`src/rtl/vdp_pkg.sv`:
```
// Shared encodings for the VDP VRAM controller: CPU port select, control-byte
// opcodes, default address width and the RAM-port arbiter states.
package vdp_pkg;

    localparam int VDP_ADDR_W = 14;

    // cpu_port (a[0]) decode
    localparam logic PORT_DATA = 1'b0;
    localparam logic PORT_CTL  = 1'b1;

    // Second control byte, bits [7:6]
    localparam logic [1:0] CTL_REG  = 2'b10;
    localparam logic [1:0] CTL_WSET = 2'b01;
    localparam logic [1:0] CTL_RSET = 2'b00;

    // What the single RAM port was granted to in the previous cycle
    typedef enum logic [1:0] {
        ARB_IDLE,
        ARB_VID,
        ARB_CPU_WR,
        ARB_CPU_RD
    } arb_state_t;

endpackage

```
`src/rtl/vdp_ctl_port.sv`:
```
// Two-byte control-port protocol: first byte lands in a latch, second byte
// either writes a register or loads the VRAM address. Also owns the
// auto-incrementing VRAM address.
module vdp_ctl_port
    import vdp_pkg::*;
#(
    parameter int ADDR_W = VDP_ADDR_W
)
(
    input  logic              clk,
    input  logic              reset,
    input  logic              cpu_wr_stb,
    input  logic              cpu_rd_stb,
    input  logic              cpu_port,
    input  logic [7:0]        cpu_wdata,
    input  logic              addr_inc,
    output logic [63:0]       regs,
    output logic [ADDR_W-1:0] addr,
    output logic              rset_stb
);

    logic       ctl_flag;
    logic [7:0] latch;
    logic       ctl_wr;
    logic       ctl_rd;
    logic       data_acc;
    logic       second_byte;
    logic       addr_ld;
    logic [1:0] opcode;
    logic [13:0] ld_value;

    assign ctl_wr      = cpu_wr_stb && (cpu_port == PORT_CTL);
    assign ctl_rd      = cpu_rd_stb && (cpu_port == PORT_CTL);
    assign data_acc    = (cpu_wr_stb || cpu_rd_stb) && (cpu_port == PORT_DATA);
    assign second_byte = ctl_wr && ctl_flag;
    assign opcode      = cpu_wdata[7:6];
    assign addr_ld     = second_byte && ((opcode == CTL_WSET) || (opcode == CTL_RSET));
    assign rset_stb    = second_byte && (opcode == CTL_RSET);
    assign ld_value    = {cpu_wdata[5:0], latch};

    // Byte-pair sequencing: latch/flag on the first byte, register write on the second
    always_ff @(posedge clk or posedge reset) begin
        if (reset) begin
            ctl_flag <= 1'b0;
            latch    <= 8'h00;
            regs     <= 64'h0;
        end else if (ctl_wr) begin
            if (!ctl_flag) begin
                latch    <= cpu_wdata;
                ctl_flag <= 1'b1;
            end else begin
                ctl_flag <= 1'b0;
                if (opcode == CTL_REG) begin
                    regs[{cpu_wdata[2:0], 3'b000} +: 8] <= latch;
                end
            end
        end else if (ctl_rd || data_acc) begin
            ctl_flag <= 1'b0;
        end
    end

    // VRAM address: a fresh load from the control port beats a grant increment
    always_ff @(posedge clk or posedge reset) begin
        if (reset) begin
            addr <= '0;
        end else if (addr_ld) begin
            addr <= ADDR_W'(ld_value);
        end else if (addr_inc) begin
            addr <= addr + ADDR_W'(1);
        end
    end

endmodule

```
`src/rtl/vdp_vram_ctrl.sv`:
```
// VRAM/register access sequencer for the VDP. Decodes CPU data/control port
// strobes, keeps a one-entry pending CPU op, and shares the single RAM port
// between video fetch (priority) and that op, with a bounded CPU wait.
//
// Handshake: CPU strobes are one-cycle pulses with no back-pressure. A strobe
// that needs the op slot is taken if the slot is empty or empties this same
// cycle; otherwise it is dropped and ovf_err latches. cpu_busy mirrors the
// slot. Video is a level request; each granted cycle yields vid_ack one cycle
// later with the byte on vid_rdata.
module vdp_vram_ctrl
    import vdp_pkg::*;
#(
    parameter int ADDR_W       = VDP_ADDR_W,
    parameter int CPU_MAX_WAIT = 8
)
(
    input  logic              clk,
    input  logic              reset,
    input  logic              cpu_wr_stb,
    input  logic              cpu_rd_stb,
    input  logic              cpu_port,
    input  logic [7:0]        cpu_wdata,
    output logic [7:0]        cpu_rdata,
    output logic              cpu_busy,
    output logic              ovf_err,
    output logic [63:0]       regs,
    input  logic              vblank,
    output logic              int_out,
    input  logic              vid_req,
    input  logic [ADDR_W-1:0] vid_addr,
    output logic              vid_ack,
    output logic [7:0]        vid_rdata,
    output logic [ADDR_W-1:0] mem_addr,
    output logic              mem_we,
    output logic [7:0]        mem_wdata,
    input  logic [7:0]        mem_rdata
);

    localparam int WAIT_W = $clog2(CPU_MAX_WAIT + 1);

    arb_state_t        state;
    arb_state_t        grant;
    logic              slot_full;
    logic              slot_rd;
    logic [7:0]        slot_data;
    logic [WAIT_W-1:0] wait_cnt;
    logic [7:0]        rd_buf;
    logic              f_flag;
    logic [ADDR_W-1:0] addr;
    logic              rset_stb;
    logic              data_wr;
    logic              data_rd;
    logic              ctl_rd;
    logic              need_slot;
    logic              slot_done;
    logic              slot_free;
    logic              rd_inflight;
    logic              grant_cpu;

    vdp_ctl_port #(
        .ADDR_W (ADDR_W)
    ) u_ctl_port (
        .clk        (clk),
        .reset      (reset),
        .cpu_wr_stb (cpu_wr_stb),
        .cpu_rd_stb (cpu_rd_stb),
        .cpu_port   (cpu_port),
        .cpu_wdata  (cpu_wdata),
        .addr_inc   (grant_cpu),
        .regs       (regs),
        .addr       (addr),
        .rset_stb   (rset_stb)
    );

    assign data_wr     = cpu_wr_stb && (cpu_port == PORT_DATA);
    assign data_rd     = cpu_rd_stb && (cpu_port == PORT_DATA);
    assign ctl_rd      = cpu_rd_stb && (cpu_port == PORT_CTL);
    assign need_slot   = data_wr || data_rd || rset_stb;
    assign rd_inflight = (state == ARB_CPU_RD);
    assign grant_cpu   = (grant == ARB_CPU_WR) || (grant == ARB_CPU_RD);
    // A write frees the slot on its grant cycle, a prefetch when the buffer loads
    assign slot_done   = (grant == ARB_CPU_WR) || rd_inflight;
    assign slot_free   = !slot_full || slot_done;

    // Per-cycle RAM port arbitration: video first unless the CPU has waited too long
    always_comb begin
        grant = ARB_IDLE;
        if (vid_req && (wait_cnt < WAIT_W'(CPU_MAX_WAIT))) begin
            grant = ARB_VID;
        end else if (slot_full && !rd_inflight) begin
            grant = slot_rd ? ARB_CPU_RD : ARB_CPU_WR;
        end
    end

    assign mem_addr  = (grant == ARB_VID) ? vid_addr : (grant_cpu ? addr : '0);
    assign mem_we    = (grant == ARB_CPU_WR);
    assign mem_wdata = mem_we ? slot_data : 8'h00;

    assign cpu_busy  = slot_full;
    assign cpu_rdata = (cpu_port == PORT_DATA) ? rd_buf : {f_flag, 7'b0};
    assign int_out   = f_flag && regs[13];
    assign vid_rdata = vid_ack ? mem_rdata : 8'h00;

    // Arbiter state: remembers last cycle's grant so read data can be steered
    always_ff @(posedge clk or posedge reset) begin
        if (reset) begin
            state   <= ARB_IDLE;
            vid_ack <= 1'b0;
        end else begin
            state   <= grant;
            vid_ack <= (grant == ARB_VID);
        end
    end

    // One-entry CPU op slot; a refill may land in the cycle the slot drains
    always_ff @(posedge clk or posedge reset) begin
        if (reset) begin
            slot_full <= 1'b0;
            slot_rd   <= 1'b0;
            slot_data <= 8'h00;
            ovf_err   <= 1'b0;
        end else begin
            if (need_slot && slot_free) begin
                slot_full <= 1'b1;
                slot_rd   <= !data_wr;
                slot_data <= cpu_wdata;
            end else if (slot_done) begin
                slot_full <= 1'b0;
            end
            if (need_slot && !slot_free) begin
                ovf_err <= 1'b1;
            end
        end
    end

    // CPU starvation counter: counts pending, ungranted cycles up to the limit
    always_ff @(posedge clk or posedge reset) begin
        if (reset) begin
            wait_cnt <= '0;
        end else if (grant_cpu) begin
            wait_cnt <= '0;
        end else if (slot_full && !rd_inflight && (wait_cnt < WAIT_W'(CPU_MAX_WAIT))) begin
            wait_cnt <= wait_cnt + WAIT_W'(1);
        end
    end

    // Read-ahead buffer loads the cycle after a prefetch grant
    always_ff @(posedge clk or posedge reset) begin
        if (reset) begin
            rd_buf <= 8'h00;
        end else if (rd_inflight) begin
            rd_buf <= mem_rdata;
        end
    end

    // Status F flag: set by vblank, cleared by a status read, vblank wins a tie
    always_ff @(posedge clk or posedge reset) begin
        if (reset) begin
            f_flag <= 1'b0;
        end else if (vblank) begin
            f_flag <= 1'b1;
        end else if (ctl_rd) begin
            f_flag <= 1'b0;
        end
    end

endmodule
```
`config.mk`:
```
export PLATFORM = sky130hd
export DESIGN_NAME = vdp_vram_ctrl
export DESIGN_NICKNAME = d
export VERILOG_FILES = /design/src/rtl/vdp_pkg.sv /design/src/rtl/vdp_ctl_port.sv /design/src/rtl/vdp_vram_ctrl.sv
export SDC_FILE = /design/constraint.sdc
export NUM_CORES = 1
export LEC_CHECK = 0
export CAP_MARGIN = 20
export CORE_ASPECT_RATIO = 1.5
export CORE_UTILIZATION = 45
export CTS_CLUSTER_DIAMETER = 30
export DETAILED_ROUTE_END_ITERATION = 7
export DONT_BUFFER_PORTS = 1
export SLEW_MARGIN = 5
export SYNTH_ARGS = -nofsm -noshare
export SYNTH_HDL_FRONTEND = slang
export SYNTH_HIERARCHICAL = 1
export SYNTH_SLANG_ARGS = --single-unit
export TNS_END_PERCENT = 100
```
`constraint.sdc`:
```
create_clock -name clk -period 7.4 [get_ports clk]
set_clock_uncertainty 0.2 [all_clocks]
set_input_delay 0.37 -clock clk [delete_from_list [all_inputs] [get_ports clk]]
set_output_delay 0.37 -clock clk [all_outputs]
set_load 0.05 [all_outputs]
```
After elaboration in Yosys (flattened, before gate mapping)
Index checks and enable logic that the tools add are counted.
Cells by class
  multiplexer cells: 20
  shift operators: 2
  $lt $le $gt $ge: 1
  add/subtract/negate cells: 3
  bitwise logic cells: 2
  reductions and logical operators: 34
  equality and inequality tests: 6
Operators with widths (count)
  64-bit bitwise mux: 1
  8-bit by 8-bit variable shift with 64-bit output (first input constant): 1
  8-bit by 8-bit variable part select with 64-bit output: 1
  14-bit two-way mux: 4
  8-bit two-way mux: 3
  14-bit by 1-bit adder with 14-bit output (second input constant): 1
  1-bit logical AND: 14
  2-bit nonzero test: 5
  2-bit == test (second input constant): 4
  1-bit logical OR: 8
  1-bit two-way mux: 8
  4-bit two-way mux: 2
  6-bit negator with 8-bit output: 1
  4-bit by 1-bit adder with 4-bit output (second input constant): 1
  2-bit by 1-bit == test with 1-bit output (second input constant): 2
  1-bit logical NOT: 4
  4-bit < comparator (second input constant): 1
  2-bit two-way mux: 2
  3-bit AND reduction: 1
  2-bit logical NOT: 1
  1-bit inverter: 2
  2-bit AND reduction: 1
Word-level totals
  output and inout port bits: 107
  input port bits: 37
  logic and storage cells: 81
  flip-flop bits (word level): 114

Longest topological paths before layout
Gate-level depths: netlist of the first run.
  word-level depth: 10
  depth in mapped cells: 10
  mapped depth without buffers: 7

By module
The synthesis of the first run kept the hierarchy.
Modules (own cells, without submodules)
  vdp_ctl_port: sequential area each 2177.1 um^2, area an instance 3759.9 um^2, instances 1, cells an instance 335
  vdp_vram_ctrl: sequential area each 675.6 um^2, area an instance 1453.9 um^2, instances 1, cells an instance 122

Worst setup path after synthesis of the first run
No wires, ideal clock.
  kind: reg-to-reg
  from: reg slot_full (netlist: cpu_busy)
  to: reg u_ctl_port.addr[12]
  period minus slack after synthesis: 2703 ps
  stages on the path, launching flop included: 10
  required time: 7073 ps
  path buffers: 3
  data arrival time: 2376 ps
  slack: 4697 ps
  library setup time: 127 ps
  cell sequence: dfrtp_1 > a21bo_1 > buf_6 > nor2_2 > buf_4 > clkbuf_1 > nand4_1 > nor4_1 > xnor2_1 > a21oi_1
Between the ends
  longest elaborated chain between the ends: 6
  elaborated cells on any way between the ends: 7
  classes of those cells: eq/ne: 2; mux: 2; reduce/logical: 3
Ends and longest elaborated chain
  start, declared: RTL line vdp_vram_ctrl.sv:43  | logic slot_full;
  start signal, assigned: RTL line vdp_vram_ctrl.sv:118  | slot_full <= 1'b0;
  start signal, assigned: RTL line vdp_vram_ctrl.sv:124  | slot_full <= 1'b1;
  start signal, assigned: RTL line vdp_vram_ctrl.sv:128  | slot_full <= 1'b0;
  1-bit logical AND *: RTL line vdp_vram_ctrl.sv:90  | end else if (slot_full && !rd_inflight) begin
  2-bit two-way mux *: RTL line vdp_vram_ctrl.sv:90
  2-bit two-way mux *: RTL line vdp_vram_ctrl.sv:88  | if (vid_req && (wait_cnt < WAIT_W'(CPU_MAX_WAIT))) begin
  via grant[1]: RTL line vdp_vram_ctrl.sv:42  | arb_state_t grant;
  2-bit == test: RTL line vdp_vram_ctrl.sv:80  | assign grant_cpu = (grant == ARB_CPU_WR) || (grant == ARB_CPU_RD);
  1-bit logical OR *: RTL line vdp_vram_ctrl.sv:80
  2-bit nonzero test (no source line) *
  end signal, assigned: RTL line vdp_ctl_port.sv:67  | addr <= ADDR_W'(ld_value);
  end signal, assigned: RTL line vdp_ctl_port.sv:69  | addr <= addr + ADDR_W'(1);
  end, declared: RTL line vdp_ctl_port.sv:18  | output logic [ADDR_W-1:0] addr,
Mark *: on every way through the listed nets, which the timed path passes. The rest lies on a longest branch.
A chain may end at the register's enable or synchronous reset.

Final worst setup path of the first run
  from: reg slot_full (netlist: cpu_busy)
  to: out mem_addr[1]
Between the ends
  longest elaborated chain between the ends: 7
  elaborated cells on any way between the ends: 9
  classes of those cells: eq/ne: 3; mux: 4; reduce/logical: 2
Ends and longest elaborated chain
  1-bit logical AND *: RTL line vdp_vram_ctrl.sv:90
  2-bit two-way mux *: RTL line vdp_vram_ctrl.sv:90
  2-bit two-way mux *: RTL line vdp_vram_ctrl.sv:88
  2-bit == test: RTL line vdp_vram_ctrl.sv:80
  1-bit logical OR: RTL line vdp_vram_ctrl.sv:80
  14-bit two-way mux: RTL line vdp_vram_ctrl.sv:95  | assign mem_addr = (grant == ARB_VID) ? vid_addr : (grant_cpu ? addr : '0);
  14-bit two-way mux *: RTL line vdp_vram_ctrl.sv:95
  end, declared: RTL line vdp_vram_ctrl.sv:33  | output logic [ADDR_W-1:0] mem_addr,
Every way passes the cells marked *; elsewhere a longest branch is shown, timed or not.

==> results.toml, run 1 <==
[floorplan]
dieArea_sq_mm = 0.01203
core_area_sq_mm = 0.01117
fp.dieH_microns = 133.8
initial_core_util_pct = 46.66
ios = 144
fp.dieW_microns = 89.89
row_count = 47

[detailed_routing]
wire_per_inst_microns = 19.59
wl_microns = 12480
ant_nets = 0
vias_per_cell = 5.389
drc = 0
drt-initial-drc-count = 134
dr.pass1.iters = 4
dr_total_vias = 3433

[power_and_ir_drop]
peakVddDrop_v = 0.0002011
intPower_mw = 1.349
pwr-share-comb_pct = 21.0
power.leakage_nw = 2.773
switching_share_pct = 35.59
power_switching_uw = 745.5
power.density_mw_per_mm2 = 342.6
power_frac_seq_pct = 43.9
p_clk_share_pct = 35.1

[hold_path]
min_to = "u_ctl_port/latch[0]$_DFFE_PP0P_"
min_path_type = "in2reg"
min_from = "cpu_wdata[0]"
hold_depth = 2

[yosys]
synth.avg_cell_area_sq_um = 11.41
seq_area_frac_synth_pct = 54.72
syn_area_sq_mm = 0.005214
yosysUniqueCellTypes = 49
synth-edff-count = 0
async_reset_ff_share_pct = 100.0
ys_ff_latch = 114
synthesis.nets = 499
syn_inst = 457
ys_warn_count = 6
synth_ff_type = "dfrtp_1"

[critical_path]
critical_path_class = "reg2out"
worstPathMaxFanout = 24
critPathBufInv = 0
worstSetupPathDepth = 3
r2r_start = "cpu_busy$_DFFE_PP0P_"
max_stage_delay_ns = 0.77
start_kind = "register"
rr_worst_depth = 6
crit_chain = "a21bo_1 -> nor2_2 -> a22o_1"
crit_family = "compound AO/OA/AOI/OAI gates"
cp_data_required_time_ns = 6.83
worstPathArrival_ns = 2.79
slowest_stage = "nor2_2"
r2r_setup_slack_ns = 4.34
critPathCaptureType = "output pin"
reg2reg_to = "u_ctl_port/addr[11]$_DFFE_PP0P_"

[cts]
postCtsSetupBuffers = 0
cts_sinks = 114
clk_latency_ns = 0.40
holdBufCountCts = 23
cts_tree = "built"
clk_path_buf_depth = 2
cts_root_buffer = "clkbuf_16"
htree_num_levels = 4
cts_made_buffers = 17
cts.clk_slew.worst_paths_ns = 0.05
cts-resized-gates = 0

[cells_and_area]
postLayoutCoreUtil_pct = 54.71
syn2layout_area_growth_pct = 17.25
fillCellCount = 979
final_cell_mix = "114 x dfrtp_1, 54 x mux2_2, 52 x nand2_1, 37 x o21ai_0, 24 x dlygate4sd3_1"
nets = 519
final_cells = 637
final_common_cell = "dfrtp_1"
fin_area_sq_mm = 0.006113
layout-drive-gt1-share_pct = 22.45
n_antenna_cell = 0

[sta]
max-slew-margin-rel_pct = 35.41
fin_ws_ns = 4.038
hold_viol = 0
report.final.setup_viol = 0
tightest_slew_ns = 0.9669
fmax_ghz = 0.2974
slew_violations = 0
min_period_ns = 3.362
grt_setup_unrepaired = "false"
min_period_over_period_pct = 45.43
tns_ns = 0

[placement]
dp_slack_ns = 4.343
dp.final_hpwl_microns = 8331
gp_congestion = 0.8685
port_buffers = 0
placed_cell_area_sq_mm = 0.005279
placedCellCount = 579

[run_status]
status = "finished clean"

[global_route]
grt_pass1_vias = 3471
track_usage_pct = 21.73
overflow = 0
grt_pass1_wl_microns = 19430
grt_max_degree = 88
antenna_found_initial = 0

[job]
max_cap_violations = 0
-- per-layer routing --
layer / vias to the layer above / share of wire [%] / GRT usage [%]
met3: 9 / 5.7 / 6.576
li1: 1613 / - / -
met2: 121 / 53 / 38.16
met4: 0 / 1.2 / 7.437
met5: - / 0 / 0
met1: 1690 / 40 / 25.31
-- sequential cells by signal, indices dropped and copies added (netlist names), 2 cells and up --
name              count
rd_buf                8
slot_data             8
state                 2
u_ctl_port/addr      14
u_ctl_port/latch      8
u_ctl_port/regs      64
wait_cnt              4
-- how the worst max path moves through the flow --
| stage | startpoint | to | slack [ns] |
|---|---|---|---|
| after floorplan | reset | u_ctl_port/addr[0]$_DFFE_PP0P_ | 4.58 |
| after global placement | cpu_busy$_DFFE_PP0P_ | u_ctl_port/addr[12]$_DFFE_PP0P_ | 4.43 |
| after detailed placement | cpu_busy$_DFFE_PP0P_ | u_ctl_port/addr[12]$_DFFE_PP0P_ | 4.34 |
| after CTS | cpu_busy$_DFFE_PP0P_ | mem_addr[1] | 3.97 |
| after global routing | cpu_busy$_DFFE_PP0P_ | mem_addr[0] | 3.87 |
| final | cpu_busy$_DFFE_PP0P_ | mem_addr[1] | 4.04 |
-- logic make-up (layout without fill, tap and decap cells) --
group / count (synthesis) / count (layout) / synth area share (%)
flip-flops: 114 / 114 / 54.72
AO/OA/AOI/OAI: 68 / 68 / 8.255
adder cells (fa/ha/maj): 5 / 5 / 1.200
buffers and inverters: 49 / 82 / 4.175
AND/OR/NAND/NOR: 144 / 144 / 14.90
XOR/XNOR: 12 / 12 / 2.016
multiplexers: 65 / 65 / 14.73
-- metrics by stage --
step	hold slack (ns)	total power, mW
after global placement	0.2629	1.342
after floorplan	0.2227	1.273
after CTS	0.03558	2.115
final	0.04517	2.095
after detailed placement	0.2687	1.358
after global routing	0.04777	2.192
-- cell usage after synthesis (all sizes together), types with 3 or more instances --
| library cell | instances | area, sq um |
|---|---|---|
| nor2 | 16 | 86.34 |
| nor3 | 9 | 56.31 |
| ha | 5 | 62.56 |
| nor2b | 7 | 43.79 |
| nand2b | 4 | 32.53 |
| nand4 | 7 | 43.79 |
| a22o | 14 | 122.6 |
| o21ai | 44 | 220.2 |
| a21o | 3 | 22.52 |
| nor4 | 3 | 25.02 |
| and2 | 18 | 112.6 |
| buf | 10 | 70.06 |
| dfrtp | 114 | 2853 |
| nand3 | 17 | 85.08 |
| clkbuf | 17 | 65.06 |
| mux2 | 64 | 758.2 |
| xor2 | 4 | 35.03 |
| xnor2 | 8 | 70.07 |
| nand2 | 52 | 195.2 |
| inv | 22 | 82.58 |
-- power groups by stage --
stage	logic [mW]	clock network, mW	registers, mW
final	0.440	0.734	0.920
after global routing	0.474	0.779	0.939
after CTS	0.441	0.753	0.921
after detailed placement	0.427	0	0.931
after global placement	0.417	0	0.926
after floorplan	0.410	0	0.863
-- layout make-up --
class	count	area, sq um	area share (%)
Timing Repair Buffer	28	302.8	4.953
Sequential cell	114	2853	46.66
Inverter	22	83.83	1.371
Clock buffer	18	429.2	7.020
Clock inverter	14	117.6	1.924
Tap cell	147	183.9	3.009
Multi-Input combinational cell	294	2143	35.06
No activity file was read; power rests on OpenSTA's default activity.
==> run 2: changes to the inputs <==
- clock period: 7.4 -> 3.3 ns (I/O delays scaled with it)
==> run 2 against run 1 <==
Against the previous run: global-route usage grew 0.087 points; design area rose by 2.3%; flip-flop and latch count is the same; largest cell class unchanged; largest power group unchanged.
==> results.toml, run 2 (synthesis results as in run 1) <==
[run_status]
status = "finished clean"

[hold_path]
min_from = "cpu_wr_stb"
hold_depth = 3
min_to = "u_ctl_port/addr[12]$_DFFE_PP0P_"
min_path_type = "in2reg"

[floorplan]
dieArea_sq_mm = 0.01203
fp.dieW_microns = 89.89
core_area_sq_mm = 0.01117
ios = 144
initial_core_util_pct = 46.66
fp.dieH_microns = 133.8
row_count = 47

[detailed_routing]
wl_microns = 12490
wire_per_inst_microns = 19.25
drc = 0
dr.pass1.iters = 4
vias_per_cell = 5.422
dr_total_vias = 3519
ant_nets = 0
drt-initial-drc-count = 139

[cells_and_area]
final_cell_mix = "114 x dfrtp_1, 54 x mux2_2, 52 x nand2_1, 37 x o21ai_0, 32 x dlygate4sd3_1"
fillCellCount = 964
largest_register = "u_ctl_port/regs"
multi_input_area_sq_mm = 0.002143
nets = 531
largest_reg_flops = 64
layout-drive-gt1-share_pct = 22.11
ff_latch_area_sq_mm = 0.002853
n_antenna_cell = 0
postLayoutCoreUtil_pct = 55.96
fin_area_sq_mm = 0.006252
syn2layout_area_growth_pct = 19.92
final_common_cell = "dfrtp_1"
reg_top3 = "u_ctl_port/regs: 64 flops, u_ctl_port/addr: 14 flops"

[global_route]
overflow = 0
antenna_found_initial = 0
grt_pass1_wl_microns = 19780
grt_max_degree = 38
track_usage_pct = 21.82
grt_pass1_vias = 3602

[critical_path]
r2r_start = "wait_cnt[3]$_DFFE_PP0P_"
start_kind = "register"
r2r_setup_slack_ns = 0.37
slowest_stage = "dlygate4sd3_1"
rr_worst_depth = 9
cp_data_required_time_ns = 3.38
critical_path_class = "reg2reg"
crit_family = "buffers and inverters"
critPathCaptureType = "register"
critPathBufInv = 3
worstPathArrival_ns = 3.01
max_stage_delay_ns = 0.57
crit_chain = "nand2b_4 -> inv_1 -> nor2_2 -> buf_4 -> nand2_1 -> nor3_1 -> xnor2_1 -> o21ai_0 -> dlygate4sd3_1"
worstPathMaxFanout = 21
reg2reg_to = "u_ctl_port/addr[8]$_DFFE_PP0P_"

[sta]
hold_viol = 0
slew_violations = 0
max-slew-margin-rel_pct = 35.52
fin_hold_ws_ns = 0.04101
min_period_over_period_pct = 88.76
report.final.setup_viol = 0
min_period_ns = 2.929
fmax_ghz = 0.3414
tns_ns = 0
tightest_slew_ns = 0.9652
grt_setup_unrepaired = "false"

[placement]
gp_congestion = 0.8258
dp.final_hpwl_microns = 8409
port_buffers = 0
placed_cell_area_sq_mm = 0.005316

[job]
max_cap_violations = 0

[cts]
postCtsSetupBuffers = 0
cts.clk_slew.worst_paths_ns = 0.05
cts_made_buffers = 17
clk_latency_ns = 0.40
htree_num_levels = 4
cts_root_buffer = "clkbuf_16"
clk_path_buf_depth = 2
cts_sinks = 114
cts_tree = "built"

[power_and_ir_drop]
power.density_mw_per_mm2 = 780.7
peakVddDrop_v = 0.0003679
power.leakage_nw = 2.849
-- run 2: cell types whose count changed in the layout (fill, tap and decap cells not counted), sizes merged --
cell	change
clkbuf	+4
buf	+4
bufinv	+2
clkinv	-2
clkinvlp	-4
dlygate4sd3	+8
-- run 2: layer usage --
layer  vias to the layer above  part of all wire, %  global-route usage (%)
met1                      1725                   40                   25.33
met2                       136                   51                   37.56
met5                         -                    0                       0
li1                       1642                    -                       -
met4                         0                  1.8                   8.781
met3                        16                  6.7                   6.859
-- run 2: how the worst max path moves through the flow --
stage / start / endpoint / slack, ns / depth (start not counted)
final: wait_cnt[3]$_DFFE_PP0P_ / u_ctl_port/addr[8]$_DFFE_PP0P_ / 0.37 / 9
after global routing: wait_cnt[3]$_DFFE_PP0P_ / u_ctl_port/addr[8]$_DFFE_PP0P_ / 0.11 / 9
after CTS: wait_cnt[3]$_DFFE_PP0P_ / u_ctl_port/addr[8]$_DFFE_PP0P_ / 0.38 / 9
after detailed placement: cpu_wdata[0] / u_ctl_port/regs[24]$_DFFE_PP0P_ / 0.76 / 6
after global placement: cpu_wdata[0] / u_ctl_port/regs[28]$_DFFE_PP0P_ / 0.88 / 6
after floorplan: cpu_busy$_DFFE_PP0P_ / u_ctl_port/addr[12]$_DFFE_PP0P_ / 0.60 / 9
-- run 2: worst reg2reg max path: cells and delay by family, from the launching register on --
kind | cells | cell delay (ns)
flops | 1 | 0.36
xor+xnor | 1 | 0.15
simple gates | 4 | 0.88
compound gates | 1 | 0.08
buf+inv | 3 | 1.15
-- run 2: final cells by class --
| type | count | area share, % |
|---|---|---|
| Timing Repair Buffer | 40 | 6.404 |
| Clock inverter | 10 | 2.141 |
| Tap cell | 147 | 2.942 |
| Clock buffer | 22 | 7.264 |
| Sequential cell | 114 | 45.63 |
| Inverter | 22 | 1.341 |
| Multi-Input combinational cell | 294 | 34.28 |
-- run 2: power breakdown --
group / leakage, nW / internal [mW] / total (mW) / switching (mW)
Combinational: 1.13 / 0.381 / 1.04 / 0.658
Sequential: 1.44 / 1.64 / 2.04 / 0.393
Clock: 0.284 / 1.20 / 1.80 / 0.604
-- run 2: what timing repair did --
item                                   CTS  global route
hold buffers                            31             1
gates resized for setup                  0             0
endpoints found under the hold margin  132             4
-- run 2: through the flow --
stage                     total power, mW  setup WS [ns]  instances
after floorplan                     2.855         0.5969        457
after global placement              3.026         0.8762        584
after detailed placement            3.053         0.7563        584
after CTS                           4.923         0.3841        647
after global routing                5.098         0.1088        649
final                               4.881         0.3710        649
